`config.mk`:
```
export PLATFORM = sky130hd
export DESIGN_NAME = stw_test_scheduler
export DESIGN_NICKNAME = d
export VERILOG_FILES = /design/src/rtl/stw_sched_pkg.sv /design/src/rtl/stw_watchdog.sv /design/src/rtl/stw_test_scheduler.sv
export SDC_FILE = /design/constraint.sdc
export NUM_CORES = 1
export LEC_CHECK = 0
export CAP_MARGIN = 20
export CORE_UTILIZATION = 43
export DETAILED_ROUTE_END_ITERATION = 10
export PLACE_DENSITY = 0.81
export REMOVE_ABC_BUFFERS = 1
export SKIP_CTS_REPAIR_TIMING = 1
export SYNTH_ARGS = -nofsm -noshare
export SYNTH_HDL_FRONTEND = slang
export SYNTH_SLANG_ARGS = --single-unit
```
`constraint.sdc`:
```
create_clock -name clk -period 2.6 [get_ports clk]
set_clock_uncertainty 0.15 [all_clocks]
set_input_delay 0.26 -clock clk [delete_from_list [all_inputs] [get_ports clk]]
set_output_delay 0.26 -clock clk [all_outputs]
set_load 0.01 [all_outputs]
```
`src/rtl/stw_sched_pkg.sv`:
```
// Shared types and constants for the STW test scheduler: FSM states,
// vector count and the broadcast test-pattern table.
package stw_sched_pkg;

  typedef enum logic [2:0] {
    IDLE,
    LOAD,
    START,
    ARM,
    WAIT,
    EVAL,
    NEXT,
    FIN
  } stw_state_e;

  localparam int unsigned NUM_VEC   = 2;
  localparam int unsigned VEC_IDX_W = (NUM_VEC > 1) ? $clog2(NUM_VEC) : 1;
  localparam int unsigned PAT_W     = 16;

  typedef struct packed {
    logic [PAT_W-1:0] op1;
    logic [PAT_W-1:0] op2;
    logic [PAT_W-1:0] add;
    logic [PAT_W-1:0] exp;
  } stw_vec_t;

  // Pattern table: exp = op1*op2 + add, truncated to PAT_W bits.
  function automatic stw_vec_t stw_pattern(input logic [VEC_IDX_W-1:0] idx);
    stw_vec_t v;
    v = '{op1: 16'd3, op2: 16'd5, add: 16'd7, exp: 16'd22};
    if (idx == VEC_IDX_W'(1)) begin
      v = '{op1: 16'hFFFE, op2: 16'h0100, add: 16'h0010, exp: 16'hFE10};
    end
    return v;
  endfunction

endpackage

```
`src/rtl/stw_watchdog.sv`:
```
// Loadable down-counter watchdog. Load arms it with TIMEOUT; each enabled
// cycle counts down; expire_o flags the TIMEOUT-th enabled cycle after load.
module stw_watchdog #(
  parameter int unsigned TIMEOUT = 32
) (
  input  logic clk_i,
  input  logic rst_i,
  input  logic clear_i,
  input  logic load_i,
  input  logic en_i,
  output logic expire_o
);

  localparam int unsigned CNT_W = $clog2(TIMEOUT + 1);

  logic [CNT_W-1:0] cnt_q, cnt_d;

  // Next count: clear beats load beats decrement; saturates at zero.
  always_comb begin
    cnt_d = cnt_q;
    if (clear_i) begin
      cnt_d = '0;
    end else if (load_i) begin
      cnt_d = CNT_W'(TIMEOUT);
    end else if (en_i && (cnt_q != '0)) begin
      cnt_d = cnt_q - CNT_W'(1);
    end
  end

  // Counter register with synchronous reset.
  always_ff @(posedge clk_i) begin
    if (rst_i) begin
      cnt_q <= '0;
    end else begin
      cnt_q <= cnt_d;
    end
  end

  assign expire_o = en_i && !load_i && (cnt_q <= CNT_W'(1));

endmodule

```
`src/rtl/stw_test_scheduler.sv`:
```
// Self-test-while-working scheduler: walks every PE through each pattern
// vector via the load/start/complete handshake and records a sticky fault map.
module stw_test_scheduler
  import stw_sched_pkg::*;
#(
  parameter int unsigned WORD_SIZE = 16,
  parameter int unsigned NUM_PE    = 16,
  parameter int unsigned TIMEOUT   = 32
) (
  input  logic                 clk,
  input  logic                 rst,
  input  logic                 test_req,
  input  logic                 array_idle,
  output logic                 busy,
  output logic                 done,
  output logic                 timeout_err,
  output logic [NUM_PE-1:0]    fault_map,
  output logic [NUM_PE-1:0]    STW_test_load_en,
  output logic [WORD_SIZE-1:0] STW_mult_op1,
  output logic [WORD_SIZE-1:0] STW_mult_op2,
  output logic [WORD_SIZE-1:0] STW_add_op,
  output logic [WORD_SIZE-1:0] STW_expected,
  output logic [NUM_PE-1:0]    STW_start,
  input  logic [NUM_PE-1:0]    STW_complete,
  input  logic [NUM_PE-1:0]    STW_result_out
);

  localparam int unsigned PE_W = (NUM_PE > 1) ? $clog2(NUM_PE) : 1;

  stw_state_e             state_q;
  logic [PE_W-1:0]        pe_q;
  logic [VEC_IDX_W-1:0]   vec_q;
  logic                   pass_q;
  logic                   tmo_q;
  logic                   busy_q, done_q, terr_q;
  logic [NUM_PE-1:0]      fmap_q, load_q, start_q;
  logic [WORD_SIZE-1:0]   op1_q, op2_q, add_q, exp_q;

  logic                   more_vec;
  logic [VEC_IDX_W-1:0]   vec_nxt;
  stw_vec_t               pat_nxt;
  logic                   wd_clear, wd_load, wd_en, wd_expire;

  function automatic logic [NUM_PE-1:0] pe_onehot(input logic [PE_W-1:0] idx);
    logic [NUM_PE-1:0] v;
    v      = '0;
    v[idx] = 1'b1;
    return v;
  endfunction

  // Vector for the next LOAD: advance within a passing PE, else restart at 0.
  always_comb begin
    more_vec = pass_q && (vec_q != VEC_IDX_W'(NUM_VEC - 1));
    vec_nxt  = '0;
    if ((state_q == NEXT) && more_vec) begin
      vec_nxt = vec_q + VEC_IDX_W'(1);
    end
    pat_nxt = stw_pattern(vec_nxt);
  end

  // Watchdog rearms on entry to START and on entry to ARM.
  always_comb begin
    wd_clear = (state_q == IDLE);
    wd_load  = (state_q == LOAD) || ((state_q == START) && STW_complete[pe_q]);
    wd_en    = (state_q == START) || (state_q == ARM) || (state_q == WAIT);
  end

  stw_watchdog #(
    .TIMEOUT(TIMEOUT)
  ) u_wd (
    .clk_i   (clk),
    .rst_i   (rst),
    .clear_i (wd_clear),
    .load_i  (wd_load),
    .en_i    (wd_en),
    .expire_o(wd_expire)
  );

  // Campaign FSM; strobes and operands are registered so they align with
  // the LOAD (load_en) and ARM (start) states.
  always_ff @(posedge clk) begin
    if (rst) begin
      state_q <= IDLE;
      pe_q    <= '0;
      vec_q   <= '0;
      pass_q  <= 1'b0;
      tmo_q   <= 1'b0;
      busy_q  <= 1'b0;
      done_q  <= 1'b0;
      terr_q  <= 1'b0;
      fmap_q  <= '0;
      load_q  <= '0;
      start_q <= '0;
      op1_q   <= '0;
      op2_q   <= '0;
      add_q   <= '0;
      exp_q   <= '0;
    end else begin
      load_q  <= '0;
      start_q <= '0;
      case (state_q)
        IDLE: begin
          if (test_req && array_idle) begin
            fmap_q  <= '0;
            terr_q  <= 1'b0;
            done_q  <= 1'b0;
            busy_q  <= 1'b1;
            pe_q    <= '0;
            vec_q   <= '0;
            load_q  <= pe_onehot('0);
            op1_q   <= WORD_SIZE'(pat_nxt.op1);
            op2_q   <= WORD_SIZE'(pat_nxt.op2);
            add_q   <= WORD_SIZE'(pat_nxt.add);
            exp_q   <= WORD_SIZE'(pat_nxt.exp);
            state_q <= LOAD;
          end
        end
        LOAD: begin
          tmo_q   <= 1'b0;
          state_q <= START;
        end
        START: begin
          if (STW_complete[pe_q]) begin
            start_q <= pe_onehot(pe_q);
            state_q <= ARM;
          end else if (wd_expire) begin
            tmo_q   <= 1'b1;
            state_q <= EVAL;
          end
        end
        ARM: begin
          state_q <= WAIT;
        end
        WAIT: begin
          if (STW_complete[pe_q]) begin
            state_q <= EVAL;
          end else if (wd_expire) begin
            tmo_q   <= 1'b1;
            state_q <= EVAL;
          end
        end
        EVAL: begin
          if (tmo_q || !STW_result_out[pe_q]) begin
            fmap_q[pe_q] <= 1'b1;
            pass_q       <= 1'b0;
            if (tmo_q) begin
              terr_q <= 1'b1;
            end
          end else begin
            pass_q <= 1'b1;
          end
          state_q <= NEXT;
        end
        NEXT: begin
          if (more_vec) begin
            vec_q   <= vec_nxt;
            load_q  <= pe_onehot(pe_q);
            op1_q   <= WORD_SIZE'(pat_nxt.op1);
            op2_q   <= WORD_SIZE'(pat_nxt.op2);
            add_q   <= WORD_SIZE'(pat_nxt.add);
            exp_q   <= WORD_SIZE'(pat_nxt.exp);
            state_q <= LOAD;
          end else begin
            vec_q <= '0;
            if (pe_q == PE_W'(NUM_PE - 1)) begin
              state_q <= FIN;
            end else begin
              pe_q    <= pe_q + PE_W'(1);
              load_q  <= pe_onehot(pe_q + PE_W'(1));
              op1_q   <= WORD_SIZE'(pat_nxt.op1);
              op2_q   <= WORD_SIZE'(pat_nxt.op2);
              add_q   <= WORD_SIZE'(pat_nxt.add);
              exp_q   <= WORD_SIZE'(pat_nxt.exp);
              state_q <= LOAD;
            end
          end
        end
        FIN: begin
          busy_q  <= 1'b0;
          done_q  <= 1'b1;
          op1_q   <= '0;
          op2_q   <= '0;
          add_q   <= '0;
          exp_q   <= '0;
          state_q <= IDLE;
        end
        default: state_q <= IDLE;
      endcase
    end
  end

  assign busy             = busy_q;
  assign done             = done_q;
  assign timeout_err      = terr_q;
  assign fault_map        = fmap_q;
  assign STW_test_load_en = load_q;
  assign STW_start        = start_q;
  assign STW_mult_op1     = op1_q;
  assign STW_mult_op2     = op2_q;
  assign STW_add_op       = add_q;
  assign STW_expected     = exp_q;

endmodule

```
==> out/qor.yml <==
finish:
  instances_no_fill: 620
  nFillCells: 703
  drive_gt1_share_pct: 6.76
  regArea_sq_um: 1400
  final_area_sq_um: 4730
  multi_input_area_sq_um: 1690
  area_delta_synth_final_pct: 32.0
  diodes: 0
  final_nets: 558
placement:
  placed_area_sq_um: 4530
  place_inst: 604
  gp_congestion: 0.847
  pre_cts_slack_ns: 0.391
  dp_hpwl_microns: 6700
  io_buffers: 119
floorplan:
  initial_core_util_pct: 45.4
  rows: 32
  io_pins: 151
  die_w_microns: 93.3
  coreArea_sq_um: 7890
  die_h_microns: 93.3
  fp.dieArea_sq_um: 8710
synthesis:
  synth_top_area_share_pct: 39.1
  synth_seq_area_share_pct: 39.1
  ys.flop_type: "dfxtp_1"
  synth_cell_types: 50
  yosysMostFrequentCell: "dfxtp_1"
  synth_fa_ha_area_share_pct: 3.14
  yosysWarnings: 0
  synth_top_family_by_area: "simple AND/OR/NAND/NOR gates"
  synth_top_area_cell: "dfxtp_1"
  synth_common_cells: "dfxtp_1, buf_4, nor2_1"
  synthArstFlopShare_pct: 0
  synthSimpleGateAreaFrac_pct: 21.0
  ys_seq_elements: 70
  synth_enable_flop_cells: 0
  syn_area_sq_um: 3580
  syn_inst: 427
  synth_mux_area_share_pct: 5.65
  synth.avg_cell_area_sq_um: 8.40
  synthXorXnorAreaFrac_pct: 1.95
  synth-compound-area-share_pct: 12.1
  synth_area_leaders: "dfxtp_1, buf_4, nor2_1"
route:
  wl_microns: 8830
  detail_route.vias_per_cell: 5.20
  drt-wirelength-per-cell_microns: 14.2
  dr.pass1.iters: 4
  vias: 3222
  first_iter_violations: 142
  drc_errors: 0
  ant_nets: 0
setup_path:
  max_stage_delay_ns: 0.60
  critPathMaxFanout: 11
  cp.arrival_ns: 2.37
  start_kind: "flop"
  worst_path_max_delay_cell: "dfxtp_1"
  crit_path_end_kind: "flop"
  crit_buf_inv: 0
  critPathKind: "reg2reg"
  cp.required_ns: 2.69
  crit_chain: "ha_1, nand3_1, nor3b_1, nor3_1, a2111oi_2"
  cp_top_family: "simple AND/OR/NAND/NOR gates"
clock_tree:
  cts_sinks: 70
  cts-root-buf: "clkbuf_8"
  clk_pin_slew_ns: 0.07
  cts_buffers: 9
  clk_latency_ns: 0.34
  htreeDepth: 3
  cts_tree: "built"
  clk_path_buf_depth: 2
timing:
  slew_headroom_pct: 56.5
  finalCriticalPeriod_ns: 2.27
  tightest_slew_ns: 0.652
  drv_slew: 0
  rsz0062_at_grt: "false"
  whs_ns: 0.306
  fin_crit_sh_pct: 87.3
  setup_viol: 0
  hold_viol_final: 0
  tns_ns: 0
  fmax_ghz: 0.440
  fin_ws_ns: 0.329
job:
  cap_violations: 0
global_routing:
  grt_pass1_vias: 3093
  grt_pass1_wl_microns: 14200
  overflow: 0
  antenna_found_initial: 0
  grtUsageTotal_pct: 21.0
  grt_max_degree: 25
worst_hold_path:
  hold_class: "reg2reg"
power:
  peakVddDrop_v: 0.000370
  power_leakage_nw: 1.66
  p_per_area_nw_per_um2: 518
outcome:
  status: "finished, final reports clean"
path summary, 6_finish.rpt:
path | from | endpoint | slack (ns) | cells past startpoint
max reg2reg | pe_q[0]$_SDFFE_PP0P_ | state_q[2]$_SDFFE_PP0N_ | 0.33 | 5
min | busy$_SDFFE_PP0P_ | busy$_SDFFE_PP0P_ | 0.31 | 2
min reg2reg | busy$_SDFFE_PP0P_ | busy$_SDFFE_PP0P_ | 0.31 | 2
max | pe_q[0]$_SDFFE_PP0P_ | state_q[2]$_SDFFE_PP0N_ | 0.33 | 5
through the flow:
stage          total power [mW]  util [%]
2_1_floorplan              1.37         -
3_3_place_gp               1.55      57.4
3_5_place_dp               1.56      57.4
4_1_cts                    2.46      60.0
5_1_grt                    2.56      60.0
6_report                   2.45      60.0
layout by cell type, fill, tap and decap left out, drive strengths merged, types with 3 or more instances in the layout:
cell / n
a2111oi: 3
a21oi: 9
a22oi: 5
a31oi: 19
and2: 3
buf: 10
clkbuf: 10
clkdlybuf4s50: 119
conb: 31
dfxtp: 70
ha: 9
inv: 10
mux2i: 18
nand2: 46
nand3: 13
nor2: 59
nor2b: 4
nor3: 20
o21ai: 19
xnor2: 3
xor2: 5
routing by layer:
metal	vias up	track usage (%)	share of wire (%)
met5	-	0	0
met1	1497	23.7	40
met3	16	6.10	7.9
met4	0	6.41	1.7
met2	169	37.9	50
li1	1540	-	-
area by class of cell:
cell class              instances  area share (%)
clock buffers                  10            2.91
inverters                       8           0.635
well taps                     102            2.70
clock inverters                 6            1.45
multi-input cells             295            35.7
repair buffers                129            27.0
flip-flops and latches         70            29.6
power by group:
| part | internal [mW] | switching (mW) |
|---|---|---|
| Sequential | 1.10 | 0.0433 |
| Combinational | 0.187 | 0.216 |
| Clock | 0.476 | 0.430 |
| Total | 1.76 | 0.689 |
registers in the layout (all words and copies together), names as in the netlist:
register,cells
STW_mult_op1,3
state_q,3
u_wd.cnt_q,6
tmo_q,1
STW_test_load_en,16
timeout_err,1
vec_q,1
pass_q,1
fault_map,16
pe_q,4
busy,1
STW_start,16
done,1
worst reg2reg max path: cells and delay by family, from the launching register on:
family,cells,cell delay (ns)
AO/OA/AOI/OAI,1,0.36
flip-flops,1,0.60
AND/OR/NAND/NOR,3,0.82
adder cells (fa/ha/maj),1,0.25
logic make-up after synthesis:
kind of cell	Yosys count
adders and majority gates	9
DFF	70
muxes	19
xor gates and xnor gates	8
other	1
buffers and inverters	92
AOI/OAI and AO/OA	66
and+or+nand+nor	162
Power figures use the tool's default switching activity.
